==> config.mk <==
export PLATFORM = sky130hd
export DESIGN_NAME = mem_arbiter
export DESIGN_NICKNAME = d
export VERILOG_FILES = /design/src/rtl/mem_arbiter.sv
export SDC_FILE = /design/constraint.sdc
export NUM_CORES = 1
export LEC_CHECK = 0
export CORE_ASPECT_RATIO = 0.75
export CORE_MARGIN = 1.5
export CORE_UTILIZATION = 28
export CTS_BUF_LIST = sky130_fd_sc_hd__clkbuf_4
export DETAILED_ROUTE_END_ITERATION = 8
export PLACE_DENSITY = 0.66
export SYNTH_ARGS = -nofsm -noshare
export SYNTH_HDL_FRONTEND = slang
export SYNTH_SLANG_ARGS = --single-unit
==> constraint.sdc <==
create_clock -name clk -period 2.14 [get_ports clk]
set_input_delay 0.428 -clock clk [delete_from_list [all_inputs] [get_ports clk]]
set_output_delay 0.428 -clock clk [all_outputs]
set_load 0.05 [all_outputs]
==> src/rtl/mem_arbiter.sv <==
// rtl/mem_arbiter.sv - two-port (fetch/data) arbiter onto one single-outstanding memory port
//
// Purpose:
//   Arbitrates a fetch port and a data port onto a single memory port with
//   exactly one transaction outstanding. The winner's fields are latched in
//   IDLE and held on m_* until the memory grants.
//
// Configuration:
//   MEM_ARBITER_ROUND_ROBIN_EN - when defined, simultaneous requests alternate
//   between requesters (the one that was not granted last wins). When
//   undefined, data always beats fetch.
//
// Ports:
//   clk, reset_n                  clock, asynchronous active-low reset
//   i_req/i_addr                  fetch request in
//   i_gnt/i_rvalid/i_rdata        fetch grant, response pulse, read data
//   d_req/d_we/d_be/d_addr/d_wdata data request in
//   d_gnt/d_rvalid/d_rdata        data grant, response pulse, read data
//   m_req/m_we/m_be/m_addr/m_wdata memory request out
//   m_gnt/m_rvalid/m_rdata        memory grant, response, read data in
//   busy                          high whenever a transaction is in flight

module mem_arbiter (
  input  logic        clk,
  input  logic        reset_n,
  input  logic        i_req,
  input  logic [31:0] i_addr,
  output logic        i_gnt,
  output logic        i_rvalid,
  output logic [31:0] i_rdata,
  input  logic        d_req,
  input  logic        d_we,
  input  logic [3:0]  d_be,
  input  logic [31:0] d_addr,
  input  logic [31:0] d_wdata,
  output logic        d_gnt,
  output logic        d_rvalid,
  output logic [31:0] d_rdata,
  output logic        m_req,
  output logic        m_we,
  output logic [3:0]  m_be,
  output logic [31:0] m_addr,
  output logic [31:0] m_wdata,
  input  logic        m_gnt,
  input  logic        m_rvalid,
  input  logic [31:0] m_rdata,
  output logic        busy
);

  typedef enum logic [1:0] {
    IDLE = 2'd0,
    REQ  = 2'd1,
    RESP = 2'd2
  } state_t;

  state_t      state, state_nxt;

  // owner_q: 1 = data port owns the transaction, 0 = fetch port
  logic        owner_q;
  logic        we_q;
  logic [3:0]  be_q;
  logic [31:0] addr_q;
  logic [31:0] wdata_q;

  logic        pick_data;

`ifdef MEM_ARBITER_ROUND_ROBIN_EN
  // last_owner_q uses the same encoding as owner_q; reset value is fetch so
  // the first contested arbitration goes to data.
  logic        last_owner_q;

  always_comb begin
    pick_data = d_req;
    if (i_req && d_req) begin
      pick_data = ~last_owner_q;
    end
  end
`else
  assign pick_data = d_req;
`endif

  always_ff @(posedge clk or negedge reset_n) begin
    if (!reset_n) begin
      state   <= IDLE;
      owner_q <= 1'b0;
      we_q    <= 1'b0;
      be_q    <= 4'h0;
      addr_q  <= 32'h0;
      wdata_q <= 32'h0;
`ifdef MEM_ARBITER_ROUND_ROBIN_EN
      last_owner_q <= 1'b0;
`endif
    end else begin
      state <= state_nxt;
      if (state == IDLE && (i_req || d_req)) begin
        owner_q <= pick_data;
        we_q    <= pick_data ? d_we    : 1'b0;
        be_q    <= pick_data ? d_be    : 4'hF;
        addr_q  <= pick_data ? d_addr  : i_addr;
        wdata_q <= pick_data ? d_wdata : 32'h0;
      end
`ifdef MEM_ARBITER_ROUND_ROBIN_EN
      if (state == REQ && m_gnt) begin
        last_owner_q <= owner_q;
      end
`endif
    end
  end

  // Read data is a pure pass-through; only the owner's rvalid qualifies it.
  assign i_rdata = m_rdata;
  assign d_rdata = m_rdata;
  assign busy    = (state != IDLE);

  always_comb begin
    state_nxt = state;
    m_req     = 1'b0;
    m_we      = 1'b0;
    m_be      = 4'h0;
    m_addr    = 32'h0;
    m_wdata   = 32'h0;
    i_gnt     = 1'b0;
    d_gnt     = 1'b0;
    i_rvalid  = 1'b0;
    d_rvalid  = 1'b0;
    case (state)
      IDLE: begin
        // m_rvalid is deliberately not looked at here.
        if (i_req || d_req) begin
          state_nxt = REQ;
        end
      end
      REQ: begin
        m_req   = 1'b1;
        m_we    = we_q;
        m_be    = be_q;
        m_addr  = addr_q;
        m_wdata = wdata_q;
        if (m_gnt) begin
          i_gnt = ~owner_q;
          d_gnt = owner_q;
          // A response coinciding with the grant completes immediately.
          if (m_rvalid) begin
            i_rvalid  = ~owner_q;
            d_rvalid  = owner_q;
            state_nxt = IDLE;
          end else begin
            state_nxt = RESP;
          end
        end
      end
      RESP: begin
        if (m_rvalid) begin
          i_rvalid  = ~owner_q;
          d_rvalid  = owner_q;
          state_nxt = IDLE;
        end
      end
      default: state_nxt = IDLE;
    endcase
  end

endmodule
* After elaboration in Yosys (flattened, before gate mapping)
Cells that the tools add are included.
** Cells by class
- Eq/ne operators :: 5
- Multiplexer cells :: 24
- Bitwise logic cells :: 1
- Reductions and logical operators :: 5
** Operator list (number)
- 2-to-1 mux 32 bit :: 4
- 2-to-1 mux 1 bit :: 11
- 2-to-1 mux 2 bit :: 4
- 2-to-1 mux 4 bit :: 2
- one-hot mux 2 bit (3 select lines) :: 1
- inequality test 2 bit (second input constant) :: 2
- one-hot mux 1 bit (2 select lines) :: 2
- AND reduction 3 bit :: 1
- equality test 2 x 1 -> 1 bit (second input constant) :: 1
- equality test 2 bit (second input constant) :: 1
- logical NOT 2 bit :: 1
- inequality test 2 x 1 -> 1 bit (second input constant) :: 1
- nonzero test 2 bit :: 1
- logical AND 1 bit :: 1
- logical OR 1 bit :: 1
- NOT 1 bit :: 1
** Word-level totals
- Input port bits :: 139
- Register bits after elaboration :: 72

* Depth between registers and ports, before layout
Gate-level depths: netlist of run 1.
- Depth in word-level cells :: 4
- Gate-level depth with buffers :: 7
- Depth with buffers taken out :: 5

* Worst setup path before layout of run 1
No wires, ideal clock.
- Path type :: register to output
- Start :: reg state[1]
- End :: out d_rvalid
- Buffers on the path :: 1
- Data arrival time :: 2524 ps
- Setup slack :: -812 ps
- Data required time :: 1712 ps
- Stages on the path, launching flop included :: 7
- Cell sequence :: dfrtp_1 inv_1 ha_1 buf_2 and2_1 nor2_1 nor3b_1
** On the way
- Cells in the longest elaborated chain, start to end :: 2
- Elaborated cells between the ends (all ways) :: 3
- Those cells by class :: 2 x eq/ne; 1 x mux
** RTL lines
- start, declared :: RTL line 56 : state_t state, state_nxt;
- start signal, assigned :: RTL line 94 : state <= state_nxt;
- equality test 2 bit or equality test 2 x 1 -> 1 bit (tied branches) :: RTL line 126 : case (state)
- one-hot mux 1 bit (2 select lines) * :: RTL line 126
- end, declared :: RTL line 37 : output logic d_rvalid,
Mark *: on every way between the ends. The rest lies on a longest branch, timed or not.

* Final worst setup path of run 1
Ends and elaborated chain as after synthesis.

==> results of run 1 <==
==> worst max-delay path, cell delays in order, from the launching register on <==
cell	delay [ns]
sky130_fd_sc_hd__dfrtp_1	0.42
sky130_fd_sc_hd__inv_2	0.11
sky130_fd_sc_hd__ha_4	0.18
sky130_fd_sc_hd__and2_4	0.16
sky130_fd_sc_hd__nor2_4	0.04
sky130_fd_sc_hd__nor3b_4	0.20
sky130_fd_sc_hd__buf_12	0.16
==> flip-flops by register name, indices dropped and copies added (netlist names) <==
register,count
owner_q,1
wdata_q,32
addr_q,32
we_q,1
state,2
be_q,4
==> worst max path at each step <==
| stage | start | end | slack (ns) |
|---|---|---|---|
| floorplan | state[1] | d_rvalid | 0.09 |
| global placement | m_gnt | d_rvalid | 0.15 |
| detailed placement | m_gnt | d_rvalid | 0.12 |
| CTS | state[0] | d_rvalid | -0.02 |
| global route | state[1] | d_gnt | -0.09 |
| finish | state[1] | d_rvalid | 0.03 |
==> routing by layer <==
| metal | GRT usage, % | share of wire, % | vias up |
|---|---|---|---|
| met4 | 4.93 | 1.5 | 0 |
| met2 | 23.6 | 49 | 114 |
| met5 | 0 | 0 | - |
| li1 | - | - | 1652 |
| met3 | 4.92 | 6.1 | 21 |
| met1 | 18.7 | 43 | 1566 |
==> Yosys cell counts, drive strengths merged <==
| cell | count | area, sq um |
|---|---|---|
| mux2i | 33 | 330 |
| dfrtp | 72 | 1800 |
| nor3 | 2 | 10.0 |
| nor2b | 7 | 43.8 |
| and3 | 1 | 6.26 |
| nor2 | 2 | 7.51 |
| o21ai | 37 | 196 |
| nand2 | 106 | 398 |
| and2 | 70 | 438 |
| inv | 3 | 11.3 |
| nand2b | 1 | 6.26 |
| buf | 81 | 594 |
| o32a | 1 | 10.0 |
| a211oi | 1 | 7.51 |
| nand3 | 33 | 165 |
| clkbuf | 14 | 56.3 |
| ha | 3 | 37.5 |
| nor3b | 1 | 7.51 |
==> power breakdown <==
group / switching (uW) / leakage [uW] / internal (uW)
registers: 356 / 0.000898 / 2030
clock network: 488 / 0.000115 / 820
logic: 3870 / 0.00209 / 3330
total: 4710 / 0.00311 / 6190
==> cells by family after synthesis <==
| logic type | synth area share (%) |
|---|---|
| multiplexers | 8.00 |
| buffers and inverters | 16.0 |
| AND/OR/NAND/NOR | 26.2 |
| AO/OA/AOI/OAI | 5.18 |
| adder cells (fa/ha/maj) | 0.909 |
| flip-flops | 43.6 |
==> area by class of cell <==
class	instances	area, sq um
Clock buffer	9	67.6
Antenna cell	1	2.50
Sequential cell	72	1800
Tap cell	200	250
Multi-Input combinational cell	298	1830
Inverter	3	11.3
Clock inverter	7	158
Fill cell	1357	7630
Timing Repair Buffer	193	2700
==> metrics by stage <==
stage / setup WS, ns / TNS (ns)
2_1_floorplan: 0.0939 / 0
3_3_place_gp: 0.152 / 0
3_5_place_dp: 0.117 / 0
4_1_cts: -0.0224 / -0.0851
5_1_grt: -0.0912 / -3.64
6_report: 0.0340 / 0
==> what timing repair did <==
action                                  4_1_cts  5_1_grt
hold endpoints to repair                     33        0
pin swaps                                     3        8
cloned                                        0        0
gates resized for setup                      10       43
setup buffers                                 1        1
hold buffers                                  1        0
endpoints found under the setup margin       73       73
==> impl_results.md, run 1 <==
- Outcome: completed
- Wire length of the first global-routing pass: 17700 um
- Number of max-cap violations: 0
- Hold Fails Final Rpt: 0
- Total power consumption of the routed design: 10900 uW
- IO Pins: 278
- Clock tree root buffer cell: sky130_fd_sc_hd__clkbuf_4
- Highest-count cells in the layout ignoring fill and taps: sky130_fd_sc_hd__nand2_1 (105), sky130_fd_sc_hd__clkdlybuf4s50_1 (104), sky130_fd_sc_hd__buf_12 (79)
- Final critical-path share of the clock period: 98.4%
- Detail-routed via count per cell: 4.28
- Post-Route Skew: 0.0108 ns
- Detailed router's first-iteration violation count: 111
- CTS tree: done
- Vias in the first global route: 3451
- Hold path depth: 3
- Portion of the post-synthesis area used by sequential elements: 43.6%
- Setup repair after global routing missed its margin: yes
- Static Leak: 0.00311 uW
- Synth-to-layout area growth: 65.2%
- Quantity of I/O buffers inserted on ports: 181
- Minimum clock period after layout: 2.11 ns
- FF+latch count, synth: 72
- Final weighted congestion in routability-driven placement: 0.750
- Clk_lat worst skew: 0.41 ns
- Clock sink total: 72
- Routed length per instance: 13.9 um
- Pin count of the biggest net entering global routing: 107
- CP max FO: 3
- Die X-Extent: 143 um
- Placed standard-cell area: 6410 sq um
- Setup violators final: 0
- Clk buf depth: 2
- Critical setup path kind: reg2out
- Deepest level of the CTS H-tree: 3
- Slew at the pin closest to its max-slew limit: 0.468 ns
- Total congestion overflow after global routing: 0
- Depth of the worst register-to-register path: 5
- Cell count after placement: 763
- Critical R2R Launch: state[0]
- Flop2flop setup slack: 0.57 ns
- Routed wire length: 10900 um
- Nature of the critical path startpoint: flip-flop
- Distinct cells, synth: 24
- Worst slew slack as a fraction of its limit: 68.8%
- Std-Cell Core Area: 14500 sq um
- Worst hold slack after final layout: 0.466 ns
- Final-stage net count: 719
- Hold path startpoint: d_req
- Critical path required time: 1.71 ns
- Cell Area, Synth: 4130 sq um
- Power per standard cell area: 1600 nW/um^2
- Std cell rows: 38
- Number of cells produced by synthesis: 468
- Number of non-filler instances in the completed layout: 783
- Height of the chip: 108 um
- Starting utilization of the core area: 28.6%
- Antenna violations before repair: 1
- DR DRC count: 0
- Post-synthesis net count: 610
- Worst flop-to-flop path endpoint: state[1]
- Die area: 15500 sq um
- Achievable clock frequency: 475 MHz
- Total count of max-transition violations in the final report: 0
- Overall routing resource usage: 14.8%
- Critical Path Sink Type: output pin
- Final cell utilization of the core: 47.2%
- Clock-pin slew of the registers on the worst-case setup and hold paths: 0.12 ns
- Arrival time reported for the critical path endpoint: 1.68 ns
- Total half-perimeter wirelength after legalization and detailed placement: 8060 um
- Worst hold path class: in2reg
- Worst IR drop on VDD: 0.000605 V
- Most common library cell in the layout ignoring fill and taps: sky130_fd_sc_hd__nand2_1
- Number of iterations in the first detailed-routing pass: 4
- Share of layout cells above drive strength 1: 26.1%
- Detail Route Antenna Nets: 0
- Clock buffer count from CTS: 9
- Synth warn: 0
- Avg Cell Area, Syn: 8.82 sq um
- Hold Crit Endpoint: addr_q[23]
- Final design area excluding fillers: 6820 sq um
- Via count: 3353
Note: power is estimated with default switching activity, not from simulation.
==> run 2, diff against run 1 <==
--- a/config.mk
+++ b/config.mk
@@ -11,6 +11,7 @@
 export CTS_BUF_LIST = sky130_fd_sc_hd__clkbuf_4
 export DETAILED_ROUTE_END_ITERATION = 8
 export PLACE_DENSITY = 0.66
+export REMOVE_ABC_BUFFERS = 1
 export SYNTH_ARGS = -nofsm -noshare
 export SYNTH_HDL_FRONTEND = slang
 export SYNTH_SLANG_ARGS = --single-unit
==> run 2 against run 1 <==
Net effect:
- utilization rose by 2.4 points
- non-clock buffer count rose by 14
- clock skew rose by 0.00095 ns
- the flow now finishes with violations (negative setup slack)
- routed wire length rose by 48%
- sequential power hardly changed
- clock power is 16% lower
- via count up 8.8%
- critical endpoint is now m_wdata[0]
- power increased by 11%
- sequential share of layout area is 1.3 points lower
==> impl_results.md, run 2 (synthesis results as in run 1) <==
- List of cells traversed by the critical path: inv_2 > ha_4 > buf_12 > clkbuf_16 > and2_4 > buf_12
- Setup violators final: 37
- Internal power contribution: 6820 uW
- Flop pwr share: 20.1%
- Detailed router's first-iteration violation count: 171
- Vias in the first global route: 3675
- Critical path required time: 1.71 ns
- Detail Route Antenna Nets: 0
- Overall routing resource usage: 20.3%
- Critical R2R Launch: state[0]
- IO Pins: 278
- DR DRC count: 0
- Std-Cell Core Area: 14500 sq um
- Static Leak: 0.00329 uW
- Clock-pin slew of the registers on the worst-case setup and hold paths: 0.12 ns
- Delay contributed by the slowest stage of the critical path: 0.41 ns
- Hold path startpoint: d_req
- Die area: 15500 sq um
- Final critical-path share of the clock period: 101%
- Quantity of I/O buffers inserted on ports: 181
- Final-stage net count: 733
- Clock tree root buffer cell: sky130_fd_sc_hd__clkbuf_4
- Slew at the pin closest to its max-slew limit: 0.458 ns
- Share of layout cells above drive strength 1: 32.9%
- Switching power share of the total: 43.4%
- Count of antenna diodes in the layout: 0
- Total power consumption of the routed design: 12000 uW
- Total congestion overflow after global routing: 0
- Post-Route Skew: 0.0118 ns
- Area of combinational cells with multiple inputs: 1880 sq um
- Achievable clock frequency: 462 MHz
- Height of the chip: 108 um
- Arrival time reported for the critical path endpoint: 1.74 ns
- Highest-count cells in the layout ignoring fill and taps: sky130_fd_sc_hd__nand2_1 (105), sky130_fd_sc_hd__clkdlybuf4s50_1 (104), sky130_fd_sc_hd__buf_12 (79)
- Clk buf depth: 2
- Top Registers: addr_q (32), wdata_q (32), be_q (4)
- Routed wire length: 16200 um
- Wire length of the first global-routing pass: 22600 um
- Setup crit start: state[1]
- Cell repeated most along the worst path: sky130_fd_sc_hd__buf_12
- Via count: 3649
- Detail-routed via count per cell: 4.58
- Area of all sequential standard cells: 1800 sq um
- Final cell utilization of the core: 49.6%
- Total count of max-transition violations in the final report: 0
- Setup repair after global routing missed its margin: yes
- Starting utilization of the core area: 28.6%
- Std cell rows: 38
- Final weighted congestion in routability-driven placement: 0.724
- Nature of the critical path startpoint: flip-flop
- Deepest level of the CTS H-tree: 3
- Clock network fraction of total power: 9.2%
- Clock sink total: 72
- Total half-perimeter wirelength after legalization and detailed placement: 10500 um
- Critical setup path kind: reg2out
- CP max FO: 8
- Synth-to-layout area growth: 73.7%
- Final-layout fill cell count: 1328
- Die X-Extent: 143 um
- Critical Path Sink Type: output pin
- Power spent charging and discharging nets: 5220 uW
- Worst slew slack as a fraction of its limit: 69.5%
- Number of max-cap violations: 0
- Power per standard cell area: 1680 nW/um^2
- Violated checks: negative setup slack
- PnR worst setup slack: -0.0239 ns
- Clk_lat worst skew: 0.42 ns
- Antenna violations before repair: 0
- Minimum clock period after layout: 2.16 ns
- Pin count of the biggest net entering global routing: 107
- Worst IR drop on VDD: 0.000658 V
- Worst hold path class: in2reg
- CTS tree: done
- Number of iterations in the first detailed-routing pass: 4
- Outcome: finished with violations
- Share of total power in combinational logic: 70.8%
- Most common library cell in the layout ignoring fill and taps: sky130_fd_sc_hd__nand2_1
- Clock buffer count from CTS: 9
- Slowest library cell on the worst path: sky130_fd_sc_hd__dfrtp_1
- Hold Fails Final Rpt: 0
- Routed length per instance: 20.3 um
==> run 2: metrics by stage <==
stage	instances	area, sq um	hold slack, ns	TNS, ns	worst slack (ns)
final	796	7170	0.455	-0.389	-0.0239
after global routing	796	7170	0.444	-6.64	-0.121
after CTS	788	6980	0.408	-1.62	-0.0507
after detailed placement	761	6380	0.410	-0.000980	-0.000980
after global placement	761	6380	0.403	0	0.0662
after floorplan	373	3480	0.132	-47.96	-1.40
==> run 2: power groups by stage <==
stage	sequential [uW]	clock, uW	combinational, uW
6_report	2420	1100	8530
5_1_grt	2510	1220	8990
4_1_cts	2410	1150	8080
3_5_place_dp	2380	0	6830
3_3_place_gp	2340	0	6720
2_1_floorplan	2280	0	3470
==> run 2: final cells by class <==
| cell class | count | share of cell area [%] |
|---|---|---|
| clock buffer | 10 | 1.05 |
| clock inverter | 6 | 1.50 |
| inverter | 3 | 0.157 |
| multi-input combinational | 298 | 26.2 |
| sequential | 72 | 25.1 |
| tap | 200 | 3.49 |
| timing repair buffer | 207 | 42.4 |
==> run 2: what timing repair did <==
action	CTS	global route
hold buffers	1	0
endpoints found under the hold margin	33	0
cloned	5	7
setup endpoints to repair	72	73
resized for setup	82	6
setup buffers	5	1
pin swaps	2	1
==> run 2: per-layer routing <==
layer	up-vias	GRT usage, %	wire length (um)
met5	-	8.88	142
met4	4	4.49	159
met3	15	14.3	2460
met2	233	27.0	6400
met1	1711	25.6	7000
li1	1686	-	-
==> run 2: final timing paths <==
check	end	cells after the start	slack, ns
worst max register to register	addr_q[14]	6	0.38
max in group asynchronous	wdata_q[17]	3	1.03
worst max-delay path	m_wdata[0]	6	-0.02
min in group asynchronous	state[1]	2	0.50
worst min-delay path	owner_q	3	0.45
worst min register to register	wdata_q[13]	2	0.48
==> run 2: worst max-delay path, delay by kind of cell, from the launching register on <==
family	cells	cell delay, ns
flip-flops	1	0.41
adder cells (fa/ha/maj)	1	0.18
buffers and inverters	4	0.56
AND/OR/NAND/NOR	1	0.15
==> run 3, diff against run 2 <==
--- a/config.mk
+++ b/config.mk
@@ -10,7 +10,7 @@
 export CORE_UTILIZATION = 28
 export CTS_BUF_LIST = sky130_fd_sc_hd__clkbuf_4
 export DETAILED_ROUTE_END_ITERATION = 8
-export PLACE_DENSITY = 0.66
+export PLACE_DENSITY = 0.74
 export REMOVE_ABC_BUFFERS = 1
 export SYNTH_ARGS = -nofsm -noshare
 export SYNTH_HDL_FRONTEND = slang
==> run 3 against run 2 <==
Net effect:
- the flow now finishes without violations
- utilization decreased by 3.5 points
- die area unchanged
- first-iteration DRC count decreased by 6.4%
- power is 15% lower
- combinational power shrank 18%
- hold slack got worse by 0.036 ns
- cell area is 7.1% lower
- largest cell class unchanged
- largest power group unchanged
==> impl_results.md, run 3 (synthesis results as in run 1) <==
- Outcome: completed
- Hold Fails Final Rpt: 0
- Detail Route Antenna Nets: 0
- Setup crit start: state[1]
- Static Leak: 0.00303 uW
- Antenna violations before repair: 0
- Most common library cell in the layout ignoring fill and taps: sky130_fd_sc_hd__nand2_1
- Total half-perimeter wirelength after legalization and detailed placement: 10400 um
- Synth-to-layout area growth: 61.3%
- Worst slew slack as a fraction of its limit: 72.9%
- Overall routing resource usage: 18.1%
- Setup violators final: 0
- Hold path depth: 3
- Routed wire length: 13700 um
- Critical path required time: 1.71 ns
- Vias in the first global route: 3453
- Highest-count cells in the layout ignoring fill and taps: sky130_fd_sc_hd__nand2_1 (105), sky130_fd_sc_hd__clkdlybuf4s50_1 (104), sky130_fd_sc_hd__buf_12 (78)
- Arrival time reported for the critical path endpoint: 1.68 ns
- Quantity of I/O buffers inserted on ports: 181
- Critical Path Sink Type: output pin
- Routed length per instance: 17.5 um
- Detailed router's first-iteration violation count: 160
- Pin count of the biggest net entering global routing: 73
- Post-Route Skew: 0.0150 ns
- IO Pins: 278
- Total count of max-transition violations in the final report: 0
- Number of non-filler instances in the completed layout: 783
- Slew at the pin closest to its max-slew limit: 0.406 ns
- Worst hold slack after final layout: 0.418 ns
- Setup repair after global routing missed its margin: yes
- Detail-routed via count per cell: 4.48
- Std cell rows: 38
- Total congestion overflow after global routing: 0
- Critical setup path kind: reg2out
- Deepest level of the CTS H-tree: 3
- Via count: 3510
- Final critical-path share of the clock period: 98.7%
- DR DRC count: 0
- Wire length of the first global-routing pass: 20400 um
- Flop2flop setup slack: 0.49 ns
- Power per standard cell area: 1540 nW/um^2
- Total power consumption of the routed design: 10300 uW
- Nature of the critical path startpoint: flip-flop
- Die X-Extent: 143 um
- Clock sink total: 72
- Critical R2R Launch: state[0]
- Clock-pin slew of the registers on the worst-case setup and hold paths: 0.12 ns
- Starting utilization of the core area: 28.6%
- Die area: 15500 sq um
- Top Registers: addr_q (32), wdata_q (32), be_q (4)
- Clock tree root buffer cell: sky130_fd_sc_hd__clkbuf_4
- Worst Setup EP: d_rvalid
- Depth of the worst register-to-register path: 6
- Number of max-cap violations: 0
- Pre-CTS setup slack: 0.0489 ns
- Count of antenna diodes in the layout: 0
- Final-stage net count: 720
- PnR worst setup slack: 0.0287 ns
- Share of layout cells above drive strength 1: 22.1%
- Worst IR drop on VDD: 0.000789 V
- CTS tree: done
- Number of iterations in the first detailed-routing pass: 4
- Worst hold path class: in2reg
- Minimum clock period after layout: 2.11 ns
- Clk_lat worst skew: 0.42 ns
- Achievable clock frequency: 474 MHz
- Worst flop-to-flop path endpoint: state[1]
- Clk buf depth: 2
- CP max FO: 3
- Height of the chip: 108 um
- Std-Cell Core Area: 14500 sq um
- Cell count after placement: 764
- Final weighted congestion in routability-driven placement: 0.738
- Clock buffer count from CTS: 9
- Final cell utilization of the core: 46.1%
-- run 3: worst max-delay path: stages (launching register included) --
cell                      delay, ns
sky130_fd_sc_hd__dfrtp_1       0.41
sky130_fd_sc_hd__inv_2         0.10
sky130_fd_sc_hd__ha_4          0.17
sky130_fd_sc_hd__and2_4        0.16
sky130_fd_sc_hd__nor2_4        0.05
sky130_fd_sc_hd__nor3b_4       0.23
sky130_fd_sc_hd__buf_12        0.16
-- run 3: final cells by class --
type	count	area (sq um)
sequential	72	1800
timing repair buffer	194	2700
multi-input combinational	298	1760
fill	1391	7800
tap	200	250
clock inverter	4	45.0
clock buffer	12	90.1
inverter	3	11.3
-- run 3: routing by layer --
metal  track usage, %  share of wire (%)
met5             5.59               0.52
met4             3.90               0.83
met3             14.2                 16
met2             23.8                 39
met1             22.2                 44
-- run 3: where the power goes --
group          internal [uW]  switching [uW]  leakage [uW]
combinational           3150            3880       0.00205
clock                    392             493     0.0000811
sequential              2030             317      0.000898
-- run 3: per-stage QoR --
step | instance area [sq um] | setup TNS (ns)
6_report | 6660 | 0
5_1_grt | 6660 | -3.19
4_1_cts | 6610 | -0.0126
3_5_place_dp | 6400 | 0
3_3_place_gp | 6400 | 0
2_1_floorplan | 3480 | -47.96
-- run 3: worst min path at each step --
stage	from	end	slack [ns]
finish	d_req	wdata_q[12]	0.42
global route	d_req	wdata_q[22]	0.38
CTS	d_req	wdata_q[12]	0.38
detailed placement	wdata_q[7]	wdata_q[7]	0.45
global placement	wdata_q[15]	wdata_q[15]	0.44
floorplan	reset_n	addr_q[0]	0.13
-- run 3: what timing repair did --
item / CTS / global route
setup buffers: 1 / 1
endpoints found under the hold margin: 10 / 0
setup endpoints to repair: 73 / 73
resized for setup: 13 / 14
pin swaps: 1 / 4
hold buffers: 1 / 0
